`src/rtl/instr_fetch.sv`:
```
// instr_fetch: front-end fetch unit.
//   Issues sequential, in-order instruction-memory reads (bounded by
//   MAX_INFLIGHT outstanding reads). It buffers returned words with their
//   PCs in a QUEUE_DEPTH-entry FIFO that feeds decode over a valid/ready
//   handshake. A redirect flushes the queue, discards every outstanding
//   read and restarts fetch at the new PC.
// Ports:
//   clk, rst (async, active-low)
//   OUT_memReq/OUT_memAddr/IN_memBusy   : read request channel
//   IN_memValid/IN_memData              : in-order read responses
//   OUT_valid/OUT_instr/OUT_pc/IN_ready : decode handshake (queue head)
//   IN_redirect/IN_redirectPC           : flush and restart
module instr_fetch #(
  parameter int unsigned QUEUE_DEPTH  = 4,
  parameter int unsigned MAX_INFLIGHT = 2,
  parameter logic [31:0] RESET_PC     = 32'h0
) (
  input  logic        clk,
  input  logic        rst,
  output logic        OUT_memReq,
  output logic [31:0] OUT_memAddr,
  input  logic        IN_memBusy,
  input  logic        IN_memValid,
  input  logic [31:0] IN_memData,
  output logic        OUT_valid,
  output logic [31:0] OUT_instr,
  output logic [31:0] OUT_pc,
  input  logic        IN_ready,
  input  logic        IN_redirect,
  input  logic [31:0] IN_redirectPC
);
  localparam int QW = $clog2(QUEUE_DEPTH);
  localparam int CW = QW + 1;
  localparam int IW = $clog2(MAX_INFLIGHT + 1);
  localparam int PW = (MAX_INFLIGHT > 1) ? $clog2(MAX_INFLIGHT) : 1;

  logic [31:0]   fetch_pc_q, fetch_pc_d;
  logic [31:0]   q_instr_q [QUEUE_DEPTH];
  logic [31:0]   q_pc_q    [QUEUE_DEPTH];
  logic [QW-1:0] head_q, head_d, tail_q, tail_d;
  logic [CW-1:0] count_q, count_d;
  logic [IW-1:0] infl_q, infl_d, drop_q, drop_d;
  logic [31:0]   pf_q [MAX_INFLIGHT];
  logic [PW-1:0] pf_wr_q, pf_wr_d, pf_rd_q, pf_rd_d;
  logic [31:0]   credits;
  logic          accept, deq, enq;

  // PC FIFO depth need not be a power of two, so wrap explicitly.
  function automatic logic [PW-1:0] pf_inc(input logic [PW-1:0] p);
    return (p == PW'(MAX_INFLIGHT - 1)) ? '0 : p + PW'(1);
  endfunction

  // Queue slots already spoken for: buffered words plus reads that will
  // actually be kept. Issuing only below depth means a response can
  // always be written, so memory is never back-pressured.
  assign credits     = 32'(count_q) + 32'(infl_q) - 32'(drop_q);
  assign OUT_memReq  = rst && !IN_redirect && (32'(infl_q) < MAX_INFLIGHT)
                       && (credits < QUEUE_DEPTH);
  assign OUT_memAddr = fetch_pc_q;
  assign OUT_valid   = (count_q != '0);
  assign OUT_instr   = q_instr_q[head_q];
  assign OUT_pc      = q_pc_q[head_q];

  assign accept = OUT_memReq && !IN_memBusy;
  assign deq    = OUT_valid && IN_ready && !IN_redirect;
  assign enq    = IN_memValid && (drop_q == '0) && !IN_redirect;

  always_comb begin
    fetch_pc_d = accept ? fetch_pc_q + 32'd4 : fetch_pc_q;
    infl_d     = infl_q + IW'(accept) - IW'(IN_memValid);
    pf_wr_d    = accept ? pf_inc(pf_wr_q) : pf_wr_q;
    pf_rd_d    = IN_memValid ? pf_inc(pf_rd_q) : pf_rd_q;
    head_d     = deq ? head_q + QW'(1) : head_q;
    tail_d     = enq ? tail_q + QW'(1) : tail_q;
    count_d    = count_q + CW'(enq) - CW'(deq);
    drop_d     = (IN_memValid && drop_q != '0) ? drop_q - IW'(1) : drop_q;
    if (IN_redirect) begin
      fetch_pc_d = {IN_redirectPC[31:2], 2'b00};
      head_d     = '0;
      tail_d     = '0;
      count_d    = '0;
      // No issue this cycle, so infl_d is exactly the set of reads still
      // outstanding after the edge; all of them belong to the old path.
      drop_d     = infl_d;
    end
  end

  always_ff @(posedge clk or negedge rst) begin
    if (!rst) begin
      fetch_pc_q <= RESET_PC;
      head_q     <= '0;
      tail_q     <= '0;
      count_q    <= '0;
      infl_q     <= '0;
      drop_q     <= '0;
      pf_wr_q    <= '0;
      pf_rd_q    <= '0;
      for (int i = 0; i < QUEUE_DEPTH; i++) begin
        q_instr_q[i] <= '0;
        q_pc_q[i]    <= '0;
      end
      for (int i = 0; i < MAX_INFLIGHT; i++) pf_q[i] <= '0;
    end else begin
      fetch_pc_q <= fetch_pc_d;
      head_q     <= head_d;
      tail_q     <= tail_d;
      count_q    <= count_d;
      infl_q     <= infl_d;
      drop_q     <= drop_d;
      pf_wr_q    <= pf_wr_d;
      pf_rd_q    <= pf_rd_d;
      if (enq) begin
        q_instr_q[tail_q] <= IN_memData;
        q_pc_q[tail_q]    <= pf_q[pf_rd_q];
      end
      if (accept) pf_q[pf_wr_q] <= fetch_pc_q;
    end
  end
endmodule
```
`config.mk`:
```
export PLATFORM = sky130hd
export DESIGN_NAME = instr_fetch
export DESIGN_NICKNAME = d
export VERILOG_FILES = /design/src/rtl/instr_fetch.sv
export SDC_FILE = /design/constraint.sdc
export NUM_CORES = 1
export LEC_CHECK = 0
export BUFFER_PORTS_ARGS = -buffer_cell sky130_fd_sc_hd__buf_2
export CAP_MARGIN = 20
export CORE_MARGIN = 5
export CORE_UTILIZATION = 40
export CTS_BUF_LIST = sky130_fd_sc_hd__clkbuf_8
export CTS_CLUSTER_DIAMETER = 200
export DETAILED_ROUTE_END_ITERATION = 10
export PLACE_DENSITY = 0.65
export SLEW_MARGIN = 20
export SYNTH_ARGS = -nofsm -noshare
export SYNTH_HDL_FRONTEND = slang
export SYNTH_SLANG_ARGS = --single-unit
```
`constraint.sdc`:
```
create_clock -name clk -period 6.15 [get_ports clk]
set_input_delay 0.3075 -clock clk [delete_from_list [all_inputs] [get_ports clk]]
set_output_delay 0.3075 -clock clk [all_outputs]
set_load 0.05 [all_outputs]
```
== After elaboration in Yosys (flattened, before gate mapping) ==
Cells that the tools add are included.

* $lt $le $gt $ge: 8
* Add/subtract/negate cells: 12
* Bitwise operators: 4
* Reduce and logical (&&, ||, !) cells: 20
* Mux-type cells: 27

{| class="wikitable"
|+ Operator list
! cell !! count
|-
| $mux 32 || 11
|-
| $bwmux 128 || 2
|-
| $bmux 32 s2 || 2
|-
| $bwmux 64 || 1
|-
| $demux 32 s2 || 1
|-
| $add 32x3->32 const B || 1
|-
| $demux 32 s1 || 1
|-
| $lt 32x3->1 const B || 1
|-
| $mux 2 || 6
|-
| $logic_and 1x1->1 || 11
|-
| $reduce_bool 2->1 || 5
|-
| $ge 3x3->1 const B || 2
|-
| $not 2->3 || 2
|-
| $sub 4x2->5 || 1
|-
| $add 2x1->2 const B || 2
|-
| $add 3x2->4 || 1
|-
| $ge 2x2->1 const B || 2
|-
| $not 1->2 || 2
|-
| $add 3x1->3 || 1
|-
| $lt 3x1->1 const B || 1
|-
| $mux 3 || 1
|-
| $reduce_bool 3->1 || 1
|-
| $sub 3x1->3 || 1
|-
| $add 1x1->1 const B || 2
|-
| 8 further kinds || 10
|}

* Flip-flop bits (word level): 365
* Logic and storage cells: 89

== Depth between registers and ports, before layout ==
Gate-level depths: netlist of the first run.

* Depth in word-level cells: 8
* Depth in mapped cells: 17
* Gate-level depth less buffers: 15

== Worst setup path after synthesis of the first run ==
Ideal clock, no wire load.

* Kind: register -> register
* Start: register count_q[1]
* End: register drop_q[1]
* Path buffers: 2
* Setup slack: 2.605 ns
* Data arrival time: 3.410 ns
* Period minus slack after synthesis: 3.545 ns
* Setup time: 0.135 ns
* Stages on the path, launching flop included: 18
* Data required time: 6.015 ns
* Cell sequence: dfrtp_1 -> inv_1 -> fa_1 -> inv_1 -> ha_1 -> and3b_1 -> or4_4 -> a211oi_2 -> buf_6 -> inv_4 -> clkbuf_1 -> ha_1 -> inv_1 -> ha_1 -> xnor2_1 -> xnor2_1 -> nand2_1 -> o21ai_0

* Longest elaborated chain between the ends: 8

{| class="wikitable"
|+ RTL lines
! what !! RTL line !! RTL
|-
| start, declared || 41 || <nowiki>logic [CW-1:0] count_q, count_d;</nowiki>
|-
| start signal, assigned || 107 || <nowiki>count_q <= count_d;</nowiki>
|-
| $add 3x2->4 || 56 || <nowiki>assign credits = 32'(count_q) + 32'(infl_q) - 32'(drop_q);</nowiki>
|-
| $sub 4x2->5 || 56 ||
|-
| $lt 32x3->1 || 58 || <nowiki>&& (credits < QUEUE_DEPTH);</nowiki>
|-
| $logic_and 1x1->1 || 58 ||
|-
| $logic_and 1x1->1 || 64 || <nowiki>assign accept = OUT_memReq && !IN_memBusy;</nowiki>
|-
| $add 2x1->2 || 70 || <nowiki>infl_d = infl_q + IW'(accept) - IW'(IN_memValid);</nowiki>
|-
| $sub 2x1->2 || 70 ||
|-
| net infl_d[1] || 42 || <nowiki>logic [IW-1:0] infl_q, infl_d, drop_q, drop_d;</nowiki>
|-
| $mux 2 || 77 || <nowiki>if (IN_redirect) begin</nowiki>
|-
| end signal, assigned || 109 || <nowiki>drop_q <= drop_d;</nowiki>
|-
| end, declared || 42 ||
|}

The timed path passes the listed nets, and every way through them passes these cells.
A chain may end at the register's enable or synchronous reset.

== Worst setup path after layout of the first run ==
Same ends and word-level chain as after synthesis.

==> reports/qor.yml, run 1 <==
sta:
  fin_crit_ns: 4.02
  drv_slew: 0
  fin_crit_sh_pct: 65.3
  max_freq_ghz: 0.249
  fin_setup_tns_ns: 0
  clock_skew_ns: 0.0226
  finalHoldViolCount: 0
  tightest_slew_ns: 0.986
  rsz0062_at_grt: "no"
  holdWs_ns: 0.0726
  setup_slack_ns: 2.13
  finalSetupViolCount: 0
  slew_headroom_pct: 34.2
drt:
  routed_wl_um: 36700
  drt-initial-drc-count: 530
  dr.pass1.iters: 5
  drtAntennaViolNets: 0
  num_vias: 10300
  vias_per_cell: 5.22
  drc: 0
  post_drt_wl_per_cell_um: 18.6
setup_path:
  reg2reg_slack_ns: 2.13
  cp.buffers_inverters: 5
  critPathArrivalTime_ns: 4.55
  crit_path_top_delay_cell: "fa_1"
  reg2regPathDepth: 16
  timing.rr.end: "drop_q[1]"
  start_kind: "flop"
  worstPathMaxFanout: 33
  worstPathRequired_ns: 6.69
  r2r-start: "count_q[1]"
  crit_family: "adder cells"
  cpPeakStageDelay_ns: 0.54
  crit_chain: "inv_1 > fa_1 > inv_1 > ha_1 > and3b_1 > or4_4 > a211oi_4 > buf_4 > inv_4 > ha_1 > inv_1 > ha_1 > xnor2_1 > xnor2_1 > nand2_1 > o21ai_0"
  end_kind: "flop"
  worstSetupPathType: "reg2reg"
placed_design:
  port_buffers: 161
  placed_cells: 1806
  dp_slack_ns: 2.17
  gp_congestion: 0.751
  hpwl_um: 22400
synth:
  ys_async_sr_fraction_pct: 100
  synth_edf_count: 0
  synth_cell_types: 51
  synth-seq-cells: 351
  synthMostInstantiatedCell: "dfrtp_1"
  yosys.area_share.simple_pct: 6.80
  synth_top_family_by_area: "multiplexers"
  synthAdderAreaFrac_pct: 1.37
  synth_top_area_cell: "dfrtp_1"
  synth.area.mux_share_pct: 25.6
  synth_area_per_cell_um2: 13.1
  synth_xor_area_share_pct: 0.614
  ys_seq_area_share_pct: 56.0
  synthFlopType: "dfrtp_1"
  synthTopCellsByCount: "dfrtp_1, mux2_2, nand2_1, o21ai_0, clkbuf_1"
  yosysWarnings: 0
  postSynthCellCount: 1200
  ys_top_cells_by_area: "dfrtp_1, mux2_2, mux4_2, o21ai_0, nand2_1"
  synth.top_cell.area_share_pct: 56.0
  synth-compound-area-share_pct: 6.55
  netlist_area_um2: 15700
min_path:
  holdPathStages: 4
  min_path_type: "in2reg"
  holdPathEnd: "head_q[1]"
  hp-start: "IN_ready"
floorplan:
  placementRows: 72
  dieArea_um2: 43300
  die_w_um: 208
  start_util_pct: 40.5
  pin_count: 168
  die_h_um: 208
  coreArea_um2: 38700
cts:
  clk_pin_slew_ns: 0.06
  insertion_delay_ns: 0.63
  cts_resized: 0
  cts_buffers: 59
  root_buffer: "clkbuf_8"
  htreeDepth: 2
  cts.path.max_buffers: 3
  cts_setup_buffers: 0
  cts.sinks: 351
  cts_tree: "done"
power:
  p_sw_mw: 3.03
  power_frac_comb_pct: 33.9
  pwr-share-clk_pct: 25.2
  switching_share_pct: 37.4
  p_leak_nw: 8.80
  report.power.total_mw: 8.09
  seqPwrFrac_pct: 40.9
  p_int_mw: 5.06
  vdd_drop_max_mv: 0.201
  p_per_area_nw_per_um2: 431
outcome:
  status: "finished, final reports clean"
run:
  cap_viol_max_count: 0
grt:
  grt_pass1_wl_um: 60400
  grt_start_max_net_pins: 174
  grt_overflow: 0
  grt_use_total_pct: 17.1
  antenna_found_initial: 0
  grt_pass1_vias: 10900
cells_and_area:
  antenna_cells: 0
  final_nets: 1501
  area_growth_pct: 19.6
  final_cells: 1976
  fill_cells: 3433
  layout-drive-gt1-share_pct: 35.9
## per-layer routing
layer	share of wire (%)	track usage, %
met5	0	0
met4	1.7	4.05
met3	5.0	4.05
met2	47	27.0
met1	47	24.3
## worst reg2reg max path: stages, from the launching register on
cell and delay, ns:
dfrtp_1 0.38, inv_1 0.10, fa_1 0.54, inv_1 0.04, ha_1 0.27, and3b_1 0.17
or4_4 0.50, a211oi_4 0.20, buf_4 0.43, inv_4 0.26, ha_1 0.36, inv_1 0.04
ha_1 0.18, xnor2_1 0.16, xnor2_1 0.15, nand2_1 0.07, o21ai_0 0.09
## sequential cells by signal, summed over array words and instances (netlist names)
| signal | cells |
|---|---|
| head_q | 2 |
| OUT_memAddr | 30 |
| infl_q | 2 |
| pf_q | 60 |
| drop_q | 2 |
| pf_rd_q | 1 |
| q_pc_q | 120 |
| tail_q | 2 |
| count_q | 3 |
| pf_wr_q | 1 |
| q_instr_q | 128 |
## how the worst max path moves through the flow
stage                     slack [ns]  startpoint  depth (start not counted)   endpoint
after CTS                       2.14  count_q[1]                         16  drop_q[1]
after global routing            1.86  count_q[1]                         16  drop_q[1]
after detailed placement        2.17  count_q[1]                         16  drop_q[1]
final                           2.13  count_q[1]                         16  drop_q[1]
after floorplan                 2.60  count_q[1]                         17  drop_q[1]
after global placement          2.13  count_q[1]                         16  drop_q[1]
## final cells by class
cell class,count,area [um2],share of cell area [%]
timing repair buffer,240,1590,8.47
inverter,22,85.1,0.453
sequential,351,8790,46.8
clock inverter,26,113,0.600
clock buffer,78,1070,5.72
multi-input combinational,741,6480,34.5
tap,518,648,3.45
## power by group through the flow
stage          sequential [mW]  combinational (mW)  clock (mW)
2_1_floorplan             3.19                2.17           0
6_report                  3.31                2.74        2.04
3_3_place_gp              3.32                2.69           0
5_1_grt                   3.40                2.94        2.22
3_5_place_dp              3.35                2.74           0
4_1_cts                   3.32                2.78        2.12
## placed cells by master, fill, tap and decap left out, types with 4 or more instances in the layout
cell           instances
and3_1                 4
xnor2_1                8
dfrtp_1              348
conb_1                 4
o21ai_0              130
nand3_1               18
nor3_1                 9
buf_4                 11
nand2_4                4
a221o_1               15
mux2i_1               47
a21oi_1                6
and4_1                 4
nand4_1                7
mux4_2                62
or3_1                  8
clkbuf_8              78
nor4_1                 9
ha_1                  14
buf_2                160
mux2_2               189
nor2_1                12
o211ai_1               4
inv_1                 42
nand2_1              146
a21o_1                 4
dlygate4sd3_1         66
## metrics by stage
stage / area (um2) / util (%)
floorplan: 15700 / -
global placement: 16900 / 43.7
detailed placement: 16900 / 43.7
CTS: 18800 / 48.5
global route: 18800 / 48.5
finish: 18800 / 48.5
## cell families after synthesis
logic type | count (synthesis)
DFF | 351
adders and majority gates | 16
muxes | 300
xor gates and xnor gates | 11
buffers and inverters | 111
and+or+nand+nor | 237
AOI/OAI and AO/OA | 173
other | 1
## repair_timing
| item | CTS | global route |
|---|---|---|
| endpoints found under the hold margin | 233 | 0 |
| setup endpoints to repair | 0 | 0 |
| hold buffers | 66 | 0 |
Power figures use the tool's default switching activity.
==> run 2, diff against run 1 <==
--- a/config.mk
+++ b/config.mk
@@ -5,6 +5,7 @@
 export SDC_FILE = /design/constraint.sdc
 export NUM_CORES = 1
 export LEC_CHECK = 0
+export ABC_AREA = 1
 export BUFFER_PORTS_ARGS = -buffer_cell sky130_fd_sc_hd__buf_2
 export CAP_MARGIN = 20
 export CORE_MARGIN = 5
@@ -12,7 +13,7 @@
 export CTS_BUF_LIST = sky130_fd_sc_hd__clkbuf_8
 export CTS_CLUSTER_DIAMETER = 200
 export DETAILED_ROUTE_END_ITERATION = 10
-export PLACE_DENSITY = 0.65
+export PLACE_DENSITY = 0.67
 export SLEW_MARGIN = 20
 export SYNTH_ARGS = -nofsm -noshare
 export SYNTH_HDL_FRONTEND = slang
==> constraint.sdc (replaced) <==
create_clock -name clk -period 3.5 [get_ports clk]
set_input_delay 0.175 -clock clk [delete_from_list [all_inputs] [get_ports clk]]
set_output_delay 0.175 -clock clk [all_outputs]
set_load 0.05 [all_outputs]
==> run 2 against run 1 <==
Net effect: cell area rose by 4.8%; clock-buffer cell count rose by 1; critical path depth did not move; worst hold slack improved by 0.054 ns; sequential power rose by 85%; critical endpoint unchanged.
==> reports/qor.yml, run 2 <==
outcome:
  status: "finished, final reports clean"  # unchanged
drt:
  vias_per_cell: 5.09  # was 5.22
  drtAntennaViolNets: 0  # unchanged
  drt-initial-drc-count: 1282  # was 530
  drc: 0  # unchanged
  num_vias: 14700  # was 10,300
  post_drt_wl_per_cell_um: 16.0  # was 18.6 um
  routed_wl_um: 46100  # was 36,700 um
  dr.pass1.iters: 5  # unchanged
grt:
  grt_use_total_pct: 20.1  # was 17.1%
  grt_pass1_vias: 14600  # was 10,900
  grt_start_max_net_pins: 152  # was 174
  antenna_found_initial: 0  # unchanged
  grt_overflow: 0  # unchanged
  grt_pass1_wl_um: 74900  # was 60,400 um
cts:
  cts_resized: 0  # unchanged
  htreeDepth: 2  # unchanged
  cts_tree: "done"  # unchanged
  cts.sinks: 351  # unchanged
  cts_setup_buffers: 0  # unchanged
  clk_pin_slew_ns: 0.06  # about the same
  root_buffer: "clkbuf_8"  # unchanged
  cts.path.max_buffers: 3  # unchanged
  cts_hold_buffers: 67  # was 66
  cts_buffers: 60  # was 59
  insertion_delay_ns: 0.65  # was 0.63 ns
cells_and_area:
  mostFrequentLayoutCells: "nand2_1, dfrtp_1, o21ai_0, nor2_1, buf_2"  # was dfrtp_1, mux2_2, buf_2, nand2_1, o21ai_0
  area_growth_pct: 18.7  # was 19.6%
  antenna_cells: 0  # unchanged
  final_nets: 2402  # was 1,501
  area.sequential_um2: 8790  # about the same
  final_common_cell: "nand2_1"  # was dfrtp_1
  finish.utilization_pct: 48.1  # was 48.5%
  fill_cells: 3917  # was 3,433
  multi_input_area_um2: 6680  # was 6480 um2
  layout-drive-gt1-share_pct: 12.6  # was 35.9%
  top_register: "q_instr_q"  # unchanged
  largest_reg_flops: 128  # unchanged
  reg_top3: "q_instr_q (128), q_pc_q (120), pf_q (60)"  # unchanged
floorplan:
  placementRows: 74  # was 72
  pin_count: 168  # unchanged
  die_w_um: 214  # was 208 um
  coreArea_um2: 40900  # was 38,700 um2
  start_util_pct: 40.5  # about the same
  die_h_um: 214  # was 208 um
  dieArea_um2: 45600  # was 43,300 um2
synth:
  synth_area_per_cell_um2: 7.80  # was 13.1 um2
  synth-seq-cells: 351  # unchanged
  synthMostInstantiatedCell: "nand2_1"  # was dfrtp_1
  postSynthCellCount: 2124  # was 1,200
  netlist_area_um2: 16600  # was 15,700 um2
  ys_top_cells_by_area: "dfrtp_1, nand2_1, o21ai_0, nor2_1, inv_1"  # was dfrtp_1, mux2_2, mux4_2, o21ai_0, nand2_1
  synthTopCellsByCount: "nand2_1, dfrtp_1, o21ai_0, nor2_1, inv_1"  # was dfrtp_1, mux2_2, nand2_1, o21ai_0, clkbuf_1
  yosysWarnings: 0  # unchanged
  synth.top_cell.area_share_pct: 53.0  # was 56.0%
  ys_async_sr_fraction_pct: 100  # unchanged
  ys_seq_area_share_pct: 53.0  # was 56.0%
  synth_top_area_cell: "dfrtp_1"  # unchanged
  synth_cell_types: 31  # was 51
  synthFlopType: "dfrtp_1"  # unchanged
  synth_edf_count: 0  # unchanged
setup_path:
  crit_family: "adder cells"  # unchanged
  crit_path_top_delay_cell: "fa_1"  # unchanged
  end_kind: "flop"  # unchanged
  start_kind: "flop"  # unchanged
  cp.buffers_inverters: 3  # was 5
  worstPathMaxFanout: 3  # was 33
  worstPathRequired_ns: 4.05  # was 6.69 ns
  worstSetupPathType: "reg2reg"  # unchanged
  cpPeakStageDelay_ns: 0.54  # about the same
  critPathArrivalTime_ns: 3.47  # was 4.55 ns
  crit_chain: "inv_1 > fa_1 > inv_1 > ha_1 > nand2_1 > nor2_1 > nor2_1 > nor2_2 > nand3_4 > ha_1 > inv_1 > ha_1 > xnor2_1 > xor2_1 > nand2_1 > o221ai_1"  # was inv_1 > fa_1 > inv_1 > ha_1 > and3b_1 > or4_4 > a211oi_4 > buf_4 > inv_4 > ha_1 > inv_1 > ha_1 > xnor2_1 > xnor2_1 > nand2_1 > o21ai_0
sta:
  drv_slew: 0  # unchanged
  fin_crit_sh_pct: 83.3  # was 65.3%
  holdWs_ns: 0.126  # was 0.0726 ns
  finalHoldViolCount: 0  # unchanged
  fin_crit_ns: 2.92  # was 4.02 ns
  clock_skew_ns: 0.0377  # was 0.0226 ns
  slew_headroom_pct: 42.9  # was 34.2%
  finalSetupViolCount: 0  # unchanged
  fin_setup_tns_ns: 0  # unchanged
  tightest_slew_ns: 0.857  # was 0.986 ns
  rsz0062_at_grt: "no"  # unchanged
  max_freq_ghz: 0.343  # was 0.249 GHz
power:
  seqPwrFrac_pct: 36.8  # was 40.9%
  pwr-share-clk_pct: 22.4  # was 25.2%
  p_leak_nw: 10.2  # was 8.80 nW
  power_frac_comb_pct: 40.8  # was 33.9%
  p_int_mw: 9.20  # was 5.06 mW
  switching_share_pct: 44.8  # was 37.4%
  p_sw_mw: 7.46  # was 3.03 mW
  vdd_drop_max_mv: 0.467  # was 0.201 mV
  p_per_area_nw_per_um2: 846  # was 431 nW/um2
run:
  cap_viol_max_count: 0  # unchanged
placed_design:
  gp_congestion: 0.917  # was 0.751
  hpwl_um: 28000  # was 22,400 um
  port_buffers: 161  # unchanged
min_path:
  min_path_type: "in2async"  # was in2reg
==> run 2: per-layer routing <==
metal  global-route usage [%]  wire length, um
met1                     27.8            20700
met2                     32.3            21200
met3                     3.80             3180
met4                     6.64             1040
met5                        0                0
==> run 2: cell type report <==
type / count / share of cell area, %
Tap cell: 532 / 3.38
Sequential cell: 351 / 44.7
Clock buffer: 79 / 5.52
Multi-Input combinational cell: 1518 / 33.9
Inverter: 127 / 2.43
Clock inverter: 22 / 0.693
Timing Repair Buffer: 258 / 9.38
==> run 2: final timing paths <==
check / to / from / depth (start not counted) / slack [ns]
min: q_instr_q[14] / rst / 3 / 0.13
max reg2reg: drop_q[1] / count_q[1] / 16 / 0.58
max in group asynchronous: q_instr_q[56] / rst / 4 / 1.89
min in group clk: pf_wr_q / IN_memBusy / 5 / 0.16
max: drop_q[1] / count_q[1] / 16 / 0.58
min reg2reg: q_pc_q[47] / q_pc_q[47] / 2 / 0.47
==> run 2: kinds of logic (layout without fill, tap and decap cells) <==
family / Yosys count / in the layout / share of synthesized area (%)
other: 1 / 4 / 0.0226
XOR/XNOR: 12 / 12 / 0.634
AND/OR/NAND/NOR: 1059 / 1059 / 24.9
adder cells (fa/ha/maj): 16 / 16 / 1.30
flip-flops: 351 / 351 / 53.0
AO/OA/AOI/OAI: 427 / 427 / 13.4
buffers and inverters: 258 / 486 / 6.79
==> run 2: metrics by stage <==
step                      area (um2)  worst slack [ns]  total power, mW  std cells
after CTS                      19700             0.531             16.8       2887
final                          19700             0.584             16.7       2887
after global routing           19700             0.274             17.8       2887
after global placement         17800             0.607             12.8       2719
after floorplan                16600             0.475             11.0       2127
after detailed placement       17800             0.591             12.9       2719
==> run 2: power by group through the flow <==
| stage | clock [mW] | sequential (mW) | combinational (mW) |
|---|---|---|---|
| 6_report | 3.73 | 6.13 | 6.80 |
| 2_1_floorplan | 0 | 6.14 | 4.85 |
| 3_5_place_dp | 0 | 6.17 | 6.75 |
| 3_3_place_gp | 0 | 6.12 | 6.64 |
| 5_1_grt | 4.03 | 6.29 | 7.47 |
| 4_1_cts | 3.84 | 6.11 | 6.83 |
==> run 2: worst reg2reg max path, delay by kind of cell (launching register included) <==
family                     cells  cell delay [ns]
xor gates and xnor gates       2             0.38
adders and majority gates      4             1.28
buffers and inverters          3             0.18
DFF                            1             0.38
and+or+nand+nor                6             0.55
AOI/OAI and AO/OA              1             0.07
==> run 3, diff against run 2 <==
--- a/config.mk
+++ b/config.mk
@@ -13,7 +13,7 @@
 export CTS_BUF_LIST = sky130_fd_sc_hd__clkbuf_8
 export CTS_CLUSTER_DIAMETER = 200
 export DETAILED_ROUTE_END_ITERATION = 10
-export PLACE_DENSITY = 0.67
+export PLACE_DENSITY = 0.65
 export SLEW_MARGIN = 20
 export SYNTH_ARGS = -nofsm -noshare
 export SYNTH_HDL_FRONTEND = slang
==> constraint.sdc (replaced) <==
create_clock -name clk -period 3.05 [get_ports clk]
set_input_delay 0.1525 -clock clk [delete_from_list [all_inputs] [get_ports clk]]
set_output_delay 0.1525 -clock clk [all_outputs]
set_load 0.05 [all_outputs]
==> run 3 against run 2 <==
Net effect: critical path depth fell by 11; via count is 0.51% higher; register-to-register slack got worse by 0.36 ns; largest power group unchanged; global-route usage increased by 0.24 points.
==> reports/qor.yml, run 3 (synthesis results as in run 2) <==
power:
  switching_share_pct: 45.2  # was 44.8%
  report.power.total_mw: 19.0  # was 16.7 mW
  pwr-share-clk_pct: 21.9  # was 22.4%
  p_int_mw: 10.4  # was 9.20 mW
  vdd_drop_max_mv: 0.498  # was 0.467 mV
  p_sw_mw: 8.59  # was 7.46 mW
  seqPwrFrac_pct: 37.2  # was 36.8%
  power_frac_comb_pct: 40.9  # was 40.8%
  p_per_area_nw_per_um2: 970  # was 846 nW/um2
  p_leak_nw: 10.2  # about the same
cells_and_area:
  mostFrequentLayoutCells: "nand2_1, dfrtp_1, o21ai_0, nor2_1, buf_2"  # unchanged
  top_register: "q_instr_q"  # unchanged
  final_cell_area_um2: 19600  # was 19,700 um2
  final_nets: 2404  # was 2,402
  reg_top3: "q_instr_q (128), q_pc_q (120), pf_q (60)"  # unchanged
  final_cells: 2894  # was 2,887
  antenna_cells: 0  # unchanged
  final_common_cell: "nand2_1"  # unchanged
  layout-drive-gt1-share_pct: 12.4  # was 12.6%
  largest_reg_flops: 128  # unchanged
  fill_cells: 4023  # was 3,917
  area_growth_pct: 18.3  # was 18.7%
drt:
  drc: 0  # unchanged
  routed_wl_um: 46500  # was 46,100 um
  drtAntennaViolNets: 0  # unchanged
  drt-initial-drc-count: 1344  # was 1,282
  dr.pass1.iters: 6  # was 5
  vias_per_cell: 5.10  # was 5.09
  num_vias: 14800  # was 14,700
  post_drt_wl_per_cell_um: 16.1  # was 16.0 um
grt:
  grt_overflow: 0  # unchanged
  grt_use_total_pct: 20.4  # was 20.1%
  grt_pass1_vias: 14400  # was 14,600
  grt_pass1_wl_um: 75400  # was 74,900 um
  antenna_found_initial: 0  # unchanged
  grt_start_max_net_pins: 165  # was 152
setup_path:
  reg2regPathDepth: 16  # unchanged
  critPathArrivalTime_ns: 2.68  # was 3.47 ns
  r2r-start: "count_q[1]"  # unchanged
  worstPathRequired_ns: 2.90  # was 4.05 ns
  cp-startpoint: "head_q[0]"  # was count_q[1]
  worstPathMaxFanout: 25  # was 3
  end_kind: "output pin"  # was flop
  start_kind: "flop"  # unchanged
  worstSetupPathType: "reg2out"  # was reg2reg
floorplan:
  die_h_um: 214  # unchanged
  placementRows: 74  # unchanged
  die_w_um: 214  # unchanged
  dieArea_um2: 45600  # unchanged
  start_util_pct: 40.5  # unchanged
  pin_count: 168  # unchanged
  coreArea_um2: 40900  # unchanged
sta:
  tightest_slew_ns: 1.12  # was 0.857 ns
  slew_headroom_pct: 25.3  # was 42.9%
  fin_setup_tns_ns: 0  # unchanged
  clock_skew_ns: 0.0318  # was 0.0377 ns
  finalHoldViolCount: 0  # unchanged
  drv_slew: 0  # unchanged
  max_freq_ghz: 0.353
  fin_crit_sh_pct: 92.7
  finalSetupViolCount: 0  # unchanged
  fin_crit_ns: 2.83
placed_design:
  place_area_um2: 17700  # was 17,800 um2
  gp_congestion: 0.853  # was 0.917
  hpwl_um: 27700  # was 28,000 um
  placed_cells: 2720  # was 2,719
  port_buffers: 161  # unchanged
cts:
  clk_pin_slew_ns: 0.06  # about the same
  cts.sinks: 351  # unchanged
  root_buffer: "clkbuf_8"  # unchanged
  cts_tree: "done"  # unchanged
  insertion_delay_ns: 0.66  # was 0.65 ns
  cts_buffers: 60  # unchanged
  cts.path.max_buffers: 3  # unchanged
  htreeDepth: 2  # unchanged
min_path:
  holdPathStages: 6
  min_path_type: "in2reg"  # was in2async
  hp-start: "IN_memBusy"
run:
  cap_viol_max_count: 0  # unchanged
outcome:
  status: "finished, final reports clean"  # unchanged
==> run 3: cell count changes in the layout (fill, tap and decap cells not counted), sizes merged <==
cell	change
inv	+11
clkbuf	-6
dlygate4sd3	+1
buf	+1
==> run 3: per-stage QoR <==
| stage | util [%] | hold WS (ns) | setup slack (ns) |
|---|---|---|---|
| 2_1_floorplan | - | -0.143 | 0.0246 |
| 3_3_place_gp | 43.4 | -0.0230 | 0.169 |
| 3_5_place_dp | 43.4 | -0.0192 | 0.147 |
| 4_1_cts | 47.9 | 0.0789 | 0.105 |
| 5_1_grt | 47.9 | 0.106 | -0.0157 |
| 6_report | 47.9 | 0.128 | 0.221 |
==> run 3: critical path: stages (launching register included) <==
cell      delay (ns)
dfrtp_4         0.62
clkinv_2        0.34
buf_4           0.35
o21ai_0         0.11
o22ai_1         0.27
buf_2           0.33
==> run 3: worst paths after layout <==
| path | to | slack (ns) |
|---|---|---|
| max | OUT_pc[11] | 0.22 |
| min | infl_q[1] | 0.13 |
| max reg2reg | drop_q[1] | 0.22 |
| min reg2reg | q_pc_q[86] | 0.47 |
| max in group asynchronous | pf_q[51] | 1.37 |
| min in group asynchronous | q_pc_q[27] | 0.28 |
==> run 3: power by group through the flow <==
stage                     combinational [mW]  clock (mW)  sequential (mW)
after floorplan                         5.57           0             7.05
after global placement                  7.60           0             7.08
after detailed placement                7.71           0             7.12
after global routing                    8.56        4.51             7.25
final                                   7.78        4.16             7.07
after CTS                               7.80        4.29             7.05
==> run 3: metal layers <==
layer / up-vias / track usage (%) / routed length, um
met5: - / 0 / 0
li1: 7158 / - / -
met2: 499 / 32.2 / 20800
met3: 78 / 3.94 / 3120
met4: 0 / 5.96 / 1120
met1: 7030 / 28.8 / 21500
==> run 3: layout make-up <==
| class | instances | area (um2) | area share (%) |
|---|---|---|---|
| flip-flops and latches | 351 | 8790 | 44.8 |
| clock inverters | 33 | 176 | 0.900 |
| repair buffers | 260 | 1810 | 9.25 |
| clock buffers | 73 | 1000 | 5.12 |
| multi-input cells | 1518 | 6680 | 34.1 |
| inverters | 127 | 478 | 2.44 |
| well taps | 532 | 666 | 3.39 |
==> run 3: what timing repair did <==
| item | 4_1_cts | 5_1_grt |
|---|---|---|
| setup endpoints to repair | 0 | 2 |
| hold buffers | 67 | 0 |
| hold endpoints to repair | 277 | 0 |
| buffers inserted | 0 | 1 |
| resized for setup | 0 | 3 |
